### config.mk
export PLATFORM = sky130hd
export DESIGN_NAME = alu_op_sequencer_flat
export DESIGN_NICKNAME = d
export VERILOG_FILES = /design/src/rtl/alu_op_sequencer_pkg.sv /design/src/rtl/alu_op_sequencer_if.sv /design/src/rtl/alu_op_decode.sv /design/src/rtl/alu_op_sequencer.sv /design/src/flat_wrapper.sv
export SDC_FILE = /design/constraint.sdc
export NUM_CORES = 1
export LEC_CHECK = 0
export ABC_AREA = 0
export CORE_MARGIN = 10
export CORE_UTILIZATION = 45
export CTS_BUF_LIST = sky130_fd_sc_hd__clkbuf_4 sky130_fd_sc_hd__clkbuf_8
export CTS_CLUSTER_DIAMETER = 80
export CTS_CLUSTER_SIZE = 25
export DETAILED_ROUTE_END_ITERATION = 8
export PLACE_DENSITY_LB_ADDON = 0.25
export SYNTH_ARGS = -nofsm -noshare
export SYNTH_HDL_FRONTEND = slang
export SYNTH_SLANG_ARGS = --single-unit
### constraint.sdc
create_clock -name clk -period 3.5 [get_ports clk]
set_clock_uncertainty 0.15 [all_clocks]
set_input_delay 0.7 -clock clk [delete_from_list [all_inputs] [get_ports clk]]
set_output_delay 0.7 -clock clk [all_outputs]
set_load 0.005 [all_outputs]
### src/rtl/alu_op_sequencer_pkg.sv
// Shared ALU op codes, RV32I opcode constants, branch kinds and sequencer FSM states.
// Latency: none (types, constants and pure helper functions only).
// Backpressure: not applicable.
package alu_op_sequencer_pkg;

    // ALU operation codes; 0100 and 1011-1111 are never produced.
    typedef enum logic [3:0] {
        ALU_ADD  = 4'b0000,
        ALU_SUB  = 4'b0001,
        ALU_AND  = 4'b0010,
        ALU_OR   = 4'b0011,
        ALU_SLT  = 4'b0101,
        ALU_XOR  = 4'b0110,
        ALU_SLL  = 4'b0111,
        ALU_SRL  = 4'b1000,
        ALU_SRA  = 4'b1001,
        ALU_SLTU = 4'b1010
    } alu_op_e;

    // RV32I major opcodes recognised by the decoder.
    localparam logic [6:0] OPC_OP     = 7'b0110011;
    localparam logic [6:0] OPC_OP_IMM = 7'b0010011;
    localparam logic [6:0] OPC_LOAD   = 7'b0000011;
    localparam logic [6:0] OPC_STORE  = 7'b0100011;
    localparam logic [6:0] OPC_AUIPC  = 7'b0010111;
    localparam logic [6:0] OPC_JAL    = 7'b1101111;
    localparam logic [6:0] OPC_JALR   = 7'b1100111;
    localparam logic [6:0] OPC_LUI    = 7'b0110111;
    localparam logic [6:0] OPC_BRANCH = 7'b1100011;

    // funct7 values: base encoding and the alternate (SUB/SRA) encoding.
    localparam logic [6:0] F7_BASE = 7'b0000000;
    localparam logic [6:0] F7_ALT  = 7'b0100000;

    // Sequencer FSM states.
    typedef enum logic [1:0] {
        ST_IDLE = 2'b00,
        ST_EXEC = 2'b01,
        ST_DONE = 2'b10
    } seq_state_e;

    // Branch kinds, encoded as their funct3 values.
    typedef enum logic [2:0] {
        BR_EQ  = 3'b000,
        BR_NE  = 3'b001,
        BR_LT  = 3'b100,
        BR_GE  = 3'b101,
        BR_LTU = 3'b110,
        BR_GEU = 3'b111
    } br_kind_e;

    // Shared funct3 -> ALU op mapping; alt picks SUB for 000 and SRA for 101.
    function automatic alu_op_e funct3_to_op(input logic [2:0] f3, input logic alt);
        alu_op_e op;
        case (f3)
            3'b000:  op = alt ? ALU_SUB : ALU_ADD;
            3'b001:  op = ALU_SLL;
            3'b010:  op = ALU_SLT;
            3'b011:  op = ALU_SLTU;
            3'b100:  op = ALU_XOR;
            3'b101:  op = alt ? ALU_SRA : ALU_SRL;
            3'b110:  op = ALU_OR;
            default: op = ALU_AND;
        endcase
        return op;
    endfunction

    // Branch resolution from the ALU flags produced by SUB (signed) or SLTU (unsigned).
    function automatic logic resolve_taken(input br_kind_e kind, input logic z,
                                           input logic n, input logic v);
        logic taken;
        case (kind)
            BR_EQ:   taken = z;
            BR_NE:   taken = !z;
            BR_LT:   taken = n ^ v;
            BR_GE:   taken = !(n ^ v);
            BR_LTU:  taken = n;
            BR_GEU:  taken = !n;
            default: taken = 1'b0;
        endcase
        return taken;
    endfunction

endpackage

### src/rtl/alu_op_sequencer_if.sv
// Instruction-in / result-out handshake bundle plus the ALU control and flag signals.
// Latency: none (wires only).
// Backpressure: in_valid/in_ready on the instruction side, out_valid/out_ready on the result side.
interface alu_op_sequencer_if #(
    parameter int CTRL_W = 4
);
    logic              in_valid;
    logic              in_ready;
    logic [31:0]       instr;
    logic [CTRL_W-1:0] alu_ctrl;
    logic              alu_src_imm;
    logic              alu_z;
    logic              alu_n;
    logic              alu_v;
    logic              out_valid;
    logic              out_ready;
    logic              is_branch;
    logic              branch_taken;
    logic              illegal;

    // Producer/consumer side: issues instructions, returns ALU flags, accepts results.
    modport master (
        output in_valid, instr, alu_z, alu_n, alu_v, out_ready,
        input  in_ready, alu_ctrl, alu_src_imm, out_valid, is_branch, branch_taken, illegal
    );

    // Sequencer side.
    modport slave (
        input  in_valid, instr, alu_z, alu_n, alu_v, out_ready,
        output in_ready, alu_ctrl, alu_src_imm, out_valid, is_branch, branch_taken, illegal
    );
endinterface

### src/rtl/alu_op_decode.sv
// Combinational RV32I decode: instruction word -> ALU op, operand select, branch kind, illegal.
// Latency: zero cycles (pure combinational).
// Backpressure: none; the caller decides when the outputs are captured.
module alu_op_decode
    import alu_op_sequencer_pkg::*;
(
    input  logic [31:0] instr_i,
    output alu_op_e     alu_ctrl_o,
    output logic        alu_src_imm_o,
    output logic        is_branch_o,
    output br_kind_e    br_kind_o,
    output logic        illegal_o
);

    logic [6:0] opcode;
    logic [2:0] funct3;
    logic [6:0] funct7;

    assign opcode = instr_i[6:0];
    assign funct3 = instr_i[14:12];
    assign funct7 = instr_i[31:25];

    // Register numbers and immediate fields do not affect the ALU op.
    logic unused_fields;
    assign unused_fields = ^{instr_i[24:15], instr_i[11:7]};

    // Opcode/funct decode; any illegal encoding collapses to ADD, rs2 operand, non-branch.
    always_comb begin
        alu_ctrl_o    = ALU_ADD;
        alu_src_imm_o = 1'b0;
        is_branch_o   = 1'b0;
        br_kind_o     = BR_EQ;
        illegal_o     = 1'b0;

        case (opcode)
            OPC_OP: begin
                if (funct7 == F7_BASE) begin
                    alu_ctrl_o = funct3_to_op(funct3, 1'b0);
                end else if (funct7 == F7_ALT && (funct3 == 3'b000 || funct3 == 3'b101)) begin
                    alu_ctrl_o = funct3_to_op(funct3, 1'b1);
                end else begin
                    illegal_o = 1'b1;
                end
            end
            OPC_OP_IMM: begin
                alu_src_imm_o = 1'b1;
                case (funct3)
                    3'b001: begin
                        if (funct7 == F7_BASE) alu_ctrl_o = ALU_SLL;
                        else                   illegal_o  = 1'b1;
                    end
                    3'b101: begin
                        if (funct7 == F7_BASE)     alu_ctrl_o = ALU_SRL;
                        else if (funct7 == F7_ALT) alu_ctrl_o = ALU_SRA;
                        else                       illegal_o  = 1'b1;
                    end
                    // funct7 bits are immediate here; there is no SUBI.
                    default: alu_ctrl_o = funct3_to_op(funct3, 1'b0);
                endcase
            end
            OPC_LOAD, OPC_STORE, OPC_AUIPC, OPC_JAL, OPC_JALR, OPC_LUI: begin
                // Address / link / upper-immediate computations all use ADD with the immediate.
                alu_ctrl_o    = ALU_ADD;
                alu_src_imm_o = 1'b1;
            end
            OPC_BRANCH: begin
                is_branch_o = 1'b1;
                case (funct3)
                    3'b000: begin alu_ctrl_o = ALU_SUB;  br_kind_o = BR_EQ;  end
                    3'b001: begin alu_ctrl_o = ALU_SUB;  br_kind_o = BR_NE;  end
                    3'b100: begin alu_ctrl_o = ALU_SUB;  br_kind_o = BR_LT;  end
                    3'b101: begin alu_ctrl_o = ALU_SUB;  br_kind_o = BR_GE;  end
                    3'b110: begin alu_ctrl_o = ALU_SLTU; br_kind_o = BR_LTU; end
                    3'b111: begin alu_ctrl_o = ALU_SLTU; br_kind_o = BR_GEU; end
                    default: illegal_o = 1'b1;
                endcase
            end
            default: illegal_o = 1'b1;
        endcase

        if (illegal_o) begin
            alu_ctrl_o    = ALU_ADD;
            alu_src_imm_o = 1'b0;
            is_branch_o   = 1'b0;
            br_kind_o     = BR_EQ;
        end
    end

endmodule

### src/rtl/alu_op_sequencer.sv
// Accepts one RV32I instruction, drives the ALU op for one cycle, resolves branches from the flags.
// Latency: result valid 2 cycles after acceptance (legal) or 1 cycle (illegal); max 1 instr per 3 cycles.
// Backpressure: in_ready only in IDLE; result held with out_valid until out_ready, then back to IDLE.
module alu_op_sequencer
    import alu_op_sequencer_pkg::*;
#(
    parameter int CTRL_W = 4
) (
    input  logic                clk,
    input  logic                reset,
    alu_op_sequencer_if.slave   bus
);

    seq_state_e state_q, state_d;
    alu_op_e    alu_ctrl_q, alu_ctrl_d;
    logic       alu_src_imm_q, alu_src_imm_d;
    logic       is_branch_q, is_branch_d;
    br_kind_e   br_kind_q, br_kind_d;
    logic       taken_q, taken_d;
    logic       illegal_q, illegal_d;

    alu_op_e    dec_ctrl;
    logic       dec_src_imm;
    logic       dec_is_branch;
    br_kind_e   dec_br_kind;
    logic       dec_illegal;

    alu_op_decode u_decode (
        .instr_i       (bus.instr),
        .alu_ctrl_o    (dec_ctrl),
        .alu_src_imm_o (dec_src_imm),
        .is_branch_o   (dec_is_branch),
        .br_kind_o     (dec_br_kind),
        .illegal_o     (dec_illegal)
    );

    // State and result registers; reset wins over every transition and drops any pending result.
    always_ff @(posedge clk) begin
        if (reset) begin
            state_q       <= ST_IDLE;
            alu_ctrl_q    <= ALU_ADD;
            alu_src_imm_q <= 1'b0;
            is_branch_q   <= 1'b0;
            br_kind_q     <= BR_EQ;
            taken_q       <= 1'b0;
            illegal_q     <= 1'b0;
        end else begin
            state_q       <= state_d;
            alu_ctrl_q    <= alu_ctrl_d;
            alu_src_imm_q <= alu_src_imm_d;
            is_branch_q   <= is_branch_d;
            br_kind_q     <= br_kind_d;
            taken_q       <= taken_d;
            illegal_q     <= illegal_d;
        end
    end

    // Next-state logic: capture decode at acceptance, resolve flags leaving EXEC, clear on handoff.
    always_comb begin
        state_d       = state_q;
        alu_ctrl_d    = alu_ctrl_q;
        alu_src_imm_d = alu_src_imm_q;
        is_branch_d   = is_branch_q;
        br_kind_d     = br_kind_q;
        taken_d       = taken_q;
        illegal_d     = illegal_q;

        case (state_q)
            ST_IDLE: begin
                if (bus.in_valid) begin
                    // The decoder already forces ADD/rs2/non-branch for illegal words.
                    alu_ctrl_d    = dec_ctrl;
                    alu_src_imm_d = dec_src_imm;
                    is_branch_d   = dec_is_branch;
                    br_kind_d     = dec_br_kind;
                    taken_d       = 1'b0;
                    illegal_d     = dec_illegal;
                    // Illegal words skip the ALU cycle entirely.
                    state_d       = dec_illegal ? ST_DONE : ST_EXEC;
                end
            end
            ST_EXEC: begin
                state_d = ST_DONE;
                if (is_branch_q) begin
                    taken_d = resolve_taken(br_kind_q, bus.alu_z, bus.alu_n, bus.alu_v);
                end
            end
            ST_DONE: begin
                if (bus.out_ready) begin
                    // Returning to IDLE rather than accepting here bounds throughput to 1 per 3 cycles.
                    state_d       = ST_IDLE;
                    alu_ctrl_d    = ALU_ADD;
                    alu_src_imm_d = 1'b0;
                    is_branch_d   = 1'b0;
                    br_kind_d     = BR_EQ;
                    taken_d       = 1'b0;
                    illegal_d     = 1'b0;
                end
            end
            default: state_d = ST_IDLE;
        endcase
    end

    assign bus.in_ready     = (state_q == ST_IDLE);
    assign bus.out_valid    = (state_q == ST_DONE);
    assign bus.alu_ctrl     = CTRL_W'(alu_ctrl_q);
    assign bus.alu_src_imm  = alu_src_imm_q;
    assign bus.is_branch    = is_branch_q;
    assign bus.branch_taken = taken_q;
    assign bus.illegal      = illegal_q;

endmodule

### src/flat_wrapper.sv
// flat-port wrapper written by rule: the top's interface ports become plain ports
module alu_op_sequencer_flat import alu_op_sequencer_pkg::*;
#(
    parameter int CTRL_W = 4
)
  (clk, reset, bus_in_valid, bus_instr, bus_alu_z, bus_alu_n, bus_alu_v, bus_out_ready, bus_in_ready, bus_alu_ctrl, bus_alu_src_imm, bus_out_valid, bus_is_branch, bus_branch_taken, bus_illegal);
  alu_op_sequencer_if #(.CTRL_W(CTRL_W)) bus_i ();
  input  logic clk;
  input  logic reset;
  input wire logic [$bits(bus_i.in_valid)-1:0] bus_in_valid;
  input wire logic [$bits(bus_i.instr)-1:0] bus_instr;
  input wire logic [$bits(bus_i.alu_z)-1:0] bus_alu_z;
  input wire logic [$bits(bus_i.alu_n)-1:0] bus_alu_n;
  input wire logic [$bits(bus_i.alu_v)-1:0] bus_alu_v;
  input wire logic [$bits(bus_i.out_ready)-1:0] bus_out_ready;
  output wire logic [$bits(bus_i.in_ready)-1:0] bus_in_ready;
  output wire logic [$bits(bus_i.alu_ctrl)-1:0] bus_alu_ctrl;
  output wire logic [$bits(bus_i.alu_src_imm)-1:0] bus_alu_src_imm;
  output wire logic [$bits(bus_i.out_valid)-1:0] bus_out_valid;
  output wire logic [$bits(bus_i.is_branch)-1:0] bus_is_branch;
  output wire logic [$bits(bus_i.branch_taken)-1:0] bus_branch_taken;
  output wire logic [$bits(bus_i.illegal)-1:0] bus_illegal;
  assign bus_i.in_valid = bus_in_valid;
  assign bus_i.instr = bus_instr;
  assign bus_i.alu_z = bus_alu_z;
  assign bus_i.alu_n = bus_alu_n;
  assign bus_i.alu_v = bus_alu_v;
  assign bus_i.out_ready = bus_out_ready;
  assign bus_in_ready = bus_i.in_ready;
  assign bus_alu_ctrl = bus_i.alu_ctrl;
  assign bus_alu_src_imm = bus_i.alu_src_imm;
  assign bus_out_valid = bus_i.out_valid;
  assign bus_is_branch = bus_i.is_branch;
  assign bus_branch_taken = bus_i.branch_taken;
  assign bus_illegal = bus_i.illegal;
  alu_op_sequencer #(.CTRL_W(CTRL_W)) u_core (.clk(clk), .reset(reset), .bus(bus_i));
endmodule
* Word-level counts from Yosys, hierarchy flattened
Cells that the tools add are included.
** Storage, ports and cells
- Register bits :: 13
- Bits in latches :: 0
- Bits in writable memories :: 0
- ROM bits :: 0
- Input bits :: 39
- Output and inout port bits :: 10
- Logic and storage cells :: 102
- Memories :: 0
** Cells by class
- Add/sub/neg operators :: 0
- Multipliers :: 0
- Divide/modulo/power cells :: 0
- Magnitude comparators :: 0
- Equal/unequal tests :: 27
- Shift-type cells :: 0
- Muxes and demuxes :: 48
- Bitwise logic cells :: 1
- Reductions and logical operators :: 19
** Operator list (count)
- one-hot mux 4 bit (7 select lines) :: 2
- == test 7 x 6 -> 1 bit (second input constant) :: 4
- two-way mux 4 bit :: 7
- == test 3 bit (second input constant) :: 8
- one-hot mux 4 bit (2 select lines) :: 3
- == test 7 bit (second input constant) :: 3
- one-hot mux 4 bit (5 select lines) :: 1
- two-way mux 1 bit :: 16
- two-way mux 3 bit :: 5
- one-hot mux 3 bit (5 select lines) :: 1
- == test 7 x 5 -> 1 bit (second input constant) :: 2
- one-hot mux 4 bit (3 select lines) :: 1
- OR reduction 6 bit :: 2
- one-hot mux 1 bit (2 select lines) :: 4
- == test 7 x 2 -> 1 bit (second input constant) :: 1
- zero test 7 bit :: 1
- OR reduction 7 bit :: 1
- == test 3 x 1 -> 1 bit (second input constant) :: 2
- == test 3 x 2 -> 1 bit (second input constant) :: 2
- zero test 3 bit :: 2
- two-way mux 2 bit :: 3
- one-hot mux 1 bit (6 select lines) :: 1
- one-hot mux 2 bit (3 select lines) :: 1
- one-hot mux 3 bit (2 select lines) :: 1
- 18 further kinds :: 21

* Depth between registers and ports, before layout
- Word-level depth :: 9
- Mapped depth :: 7
- Mapped depth without buffers :: 6

* By module
Synthesis repeated with hierarchy kept, for this count alone.
** Unflattened totals
- Cells, all modules :: 136
- Area total of the unflattened synthesis :: 1051.0 µm²
** By module, submodules not included
- alu_op_sequencer :: times used 1, cells an instance 58, area each 576.8 µm², sequential area each 260.2 µm²
- alu_op_decode :: times used 1, cells an instance 78, area each 474.2 µm², sequential area each 0.0 µm²

* Least setup slack after synthesis
OpenSTA, ideal clock, no wires.
- Kind :: input -> register
- Start :: in bus_instr[26]
- End :: reg u_core.alu_ctrl_q[0], in the netlist u_core.bus.alu_ctrl[0]
- Library setup time :: 117 ps
- Arrival :: 2225 ps
- Required time :: 3233 ps
- Path slack :: 1008 ps
- Stages on the path :: 6
- Path buffers :: 0
- Cells stage by stage :: or4_4 > or3_4 > maj3_2 > o21ai_2 > o21ai_1 > a22o_1
** Between the ends
- Word-level cells in the longest chain between the ends :: 8
- Elaborated cells between the ends (all ways) :: 20
- Classes of those cells :: eq/ne (1); mux (17); reduce/logical (2)
** RTL lines
- start: declaration :: line flat_wrapper.sv:11 : input wire logic [$bits(bus_i.instr)-1:0] bus_instr;
- == test 7 x 6 -> 1 bit :: line alu_op_decode.sv:39, alu_op_decode.sv:54
- two-way mux 1 bit (tied with other cells) :: line alu_op_decode.sv:54 : else if (funct7 == F7_ALT) alu_ctrl_o = ALU_SRA;
- two-way mux 1 bit (tied with other cells) :: line alu_op_decode.sv:53 : if (funct7 == F7_BASE) alu_ctrl_o = ALU_SRL;
- one-hot mux 1 bit (2 select lines) (tied with other cells) :: line alu_op_decode.sv:47 : case (funct3)
- one-hot mux 1 bit (4 select lines) / one-hot mux 4 bit (3 select lines) (equally long branches) :: line alu_op_decode.sv:35 : case (opcode)
- two-way mux 4 bit * :: line alu_op_decode.sv:81 : if (illegal_o) begin
- two-way mux 4 bit * :: line alu_op_sequencer.sv:70 : if (bus.in_valid) begin
- one-hot mux 4 bit (2 select lines) * :: line alu_op_sequencer.sv:68 : case (state_q)
- end signal: assignment :: line alu_op_sequencer.sv:49 : alu_ctrl_q <= alu_ctrl_d;
- end: declaration :: line alu_op_sequencer.sv:15 : alu_op_e alu_ctrl_q, alu_ctrl_d;
Every way passes the cells marked *; elsewhere a longest branch is shown, timed or not. The select of a mux whose other input is x is not followed.
A chain may end at the register's enable or synchronous reset.

* Worst setup path after layout
- Start :: in bus_instr[26]
- End :: reg u_core.alu_ctrl_q[3], in the netlist u_core.bus.alu_ctrl[3]
The elaborated chain is that of the path after synthesis.

==> metrics.md <==
| Metric | Value |
|---|---|
| Num rows | 17 |
| Most frequent cells after synthesis | nand2_1 (16), dfxtp_1 (13), o21ai_0 (10) |
| RSZ-0062 raised after global routing | no |
| Share of cells above drive strength 1 | 9.94% |
| Sequential area share after synthesis | 25.9% |
| Initial antenna violation count | 0 |
| Vias per cell | 5.62 |
| Maximum clock path buffer count | 2 |
| Antenna-violating nets left | 0 |
| Synth unique cells | 47 |
| CTS Hold Bufs | 0 |
| Root buf cell | clkbuf_4 |
| Vias in the first global route | 1,099 |
| Largest net degree at the start of global routing | 11 |
| # H-tree levels | 1 |
| Hold Crit Class | flip-flop to flip-flop |
| Num CTS Buffers | 3 |
| Post-DP HPWL | 2.22 mm |
| Area contributors post-synth | dfxtp_1 (26%), nand2_1 (6.0%), o21ai_0 (5.0%) |
| GRT overflow | 0 |
| Hold path depth | 2 |
| Post-Synthesis Cells | 126 |
| Setup violators final | 0 |
| Leak | 0.529 nW |
| Final Hold Viols | 0 |
| Worst Path Max Fanout | 5 |
| Outcome | finished, final reports clean |
| Overall global routing resource usage | 12.3% |
| Critical setup path kind | input pin to flip-flop |
| First-pass GRT wire length | 4.53 mm |
| Slew Viols, Final | 0 |
| Synth top area share | 25.9% |
| Clock-pin slew on the worst setup and hold paths | 0.08 ns |
| Syn nets | 167 |
| Drt wl/cell | 14.3 um |
| Final min period | 2.72 ns |
| Maxcap violations | 0 |
| Final GP Congestion | 0.889 |
| Starting DRC count in detailed routing | 59 |
| Post-CTS setup buffers | 0 |
| Synth-to-layout area growth | 37.2% |
| Mapped cell area | 0.00100 mm^2 |
| Num Clock Sinks | 13 |
| DRC Markers | 0 |
| Chip height | 67.3 um |
| Post-Layout Inst Area | 0.00138 mm^2 |
| Core ar. | 0.00217 mm^2 |
| Worst hold margin | 0.301 ns |
| Setup_tns | 0 ns |
| Final wirelength | 2.70 mm |
| Max transition margin | 63.9% |
| Synthesis-stage register bit count | 13 |
| CP endpoint kind | flip-flop |
| CP startpoint kind | input pin |
| Async S/R FF share, synth | 0% |
| Main flop type after synthesis | dfxtp_1 |
| Max Clk Rate | 0.367 GHz |
| Die area | 0.00452 mm^2 |
| Number of diodes | 0 |
| Most common cell in the netlist | nand2_1 |
| Post-Place Cell Area | 0.00135 mm^2 |
| Port Buffer Count | 33 |
| Starting Density | 46.3% |
| Cell taking the most area after synthesis | dfxtp_1 |
| Final period util | 77.8% |
| Die Width | 67.3 um |
| Final net count | 203 |
| Pwr per Cell Area | 246 mW/mm^2 |
| PostCTS Resize Cnt | 0 |
| CTS tree | yes |
| Via count | 1,063 |
| VDD IR-drop max | 121 uV |
| Crit path required time | 3.55 ns |
| I/O pins | 49 |
| Yosys warnings | 0 |
| Tightest Pin Transition | 0.536 ns |
| Clk Latency, worst-skew pair | 0.27 ns |
| Critical Path AT | 2.77 ns |
| Syn Area/Cell | 7.97 um^2 |
| Router iterations before antenna repair | 4 |
| EDFF count, synth | 0 |
| Worst R2R Path Depth | 5 |
[layout by cell type, fill, tap and decap left out, types with 2 or more instances in the layout]
master | Yosys | routed
inv_1 | 5 | 5
dfxtp_1 | 13 | 13
clkbuf_4 | 0 | 4
xnor2_1 | 4 | 4
o21ai_1 | 2 | 2
nor2b_1 | 4 | 4
o211ai_1 | 2 | 2
a21oi_1 | 9 | 9
nand2b_1 | 3 | 3
nand4_1 | 2 | 2
o21ai_0 | 10 | 10
nor3_1 | 4 | 4
clkdlybuf4s50_1 | 0 | 33
nand2_1 | 16 | 16
xor2_1 | 2 | 2
nor4b_1 | 2 | 2
a22o_1 | 2 | 2
ha_1 | 2 | 2
nor3b_1 | 4 | 4
o211a_1 | 2 | 2
nand3b_1 | 3 | 3
nor2_1 | 7 | 7
mux2i_1 | 2 | 2
[through the flow]
stage          std cells  power, mW  utilization [%]  setup WS [ns]
6_report             189      0.340             63.6          0.778
5_1_grt              189      0.355             63.6          0.603
4_1_cts              189      0.343             63.6          0.783
3_5_place_dp         185      0.245             62.2          0.523
3_3_place_gp         185      0.243             62.2          0.542
2_1_floorplan        126      0.200                -           1.01
[state kept, by name, indices dropped and copies added, names as in the netlist]
| register | flops |
|---|---|
| u_core.bus.branch_taken | 1 |
| u_core.bus.alu_ctrl | 4 |
| u_core.bus.illegal | 1 |
| u_core.state_q | 2 |
| u_core.bus.is_branch | 1 |
| u_core.br_kind_q | 3 |
| u_core.bus.alu_src_imm | 1 |
[layer usage]
layer | track usage, % | part of all wire, % | routed length [um] | vias up
met5 | 0 | 0 | 0 | -
met4 | 7.18 | 1.3 | 36 | 0
met3 | 1.16 | 5.8 | 157 | 4
met2 | 22.6 | 51 | 1390 | 43
met1 | 13.3 | 41 | 1110 | 479
li1 | - | - | - | 537
[final timing paths]
check | start | to | slack [ns]
setup / recovery | bus_instr[26] | u_core.bus.alu_ctrl[3]$_SDFFE_PP0P_ | 0.78
hold / removal | u_core.bus.alu_ctrl[2]$_SDFFE_PP0P_ | u_core.bus.alu_ctrl[2]$_SDFFE_PP0P_ | 0.30
setup reg to reg | u_core.state_q[1]$_SDFFE_PP0P_ | u_core.bus.alu_ctrl[3]$_SDFFE_PP0P_ | 1.85
hold reg to reg | u_core.bus.alu_ctrl[2]$_SDFFE_PP0P_ | u_core.bus.alu_ctrl[2]$_SDFFE_PP0P_ | 0.30
[cell families (layout without fill, tap and decap cells)]
| kind of cell | Yosys count | in the layout | share of synthesized area (%) |
|---|---|---|---|
| buffers and inverters | 8 | 43 | 4.73 |
| XOR/XNOR | 6 | 6 | 5.23 |
| flip-flops | 13 | 13 | 25.9 |
| multiplexers | 2 | 2 | 1.99 |
| AO/OA/AOI/OAI | 36 | 36 | 23.8 |
| AND/OR/NAND/NOR | 58 | 58 | 34.7 |
| adder cells (fa/ha/maj) | 3 | 3 | 3.61 |
[critical path: stages]
cell	delay (ns)
clkdlybuf4s50_1	0.39
or4_4	0.55
nor2_1	0.31
a21oi_2	0.13
nor3_2	0.36
nand3b_1	0.14
o21ai_0	0.18
[cell type report]
type | instances | area, um^2
clock buffers | 4 | 30.0
fillers | 203 | 791
well taps | 28 | 35.0
flip-flops and latches | 13 | 260
inverters | 5 | 18.8
repair buffers | 34 | 338
multi-input cells | 105 | 697
[power breakdown]
group | switching [mW] | leakage (nW) | internal [mW]
logic | 0.0400 | 0.405 | 0.0484
clock network | 0.0464 | 0.0184 | 0.0519
registers | 0.00293 | 0.105 | 0.150
total | 0.0893 | 0.529 | 0.250
No activity file was read; power rests on OpenSTA's default activity.
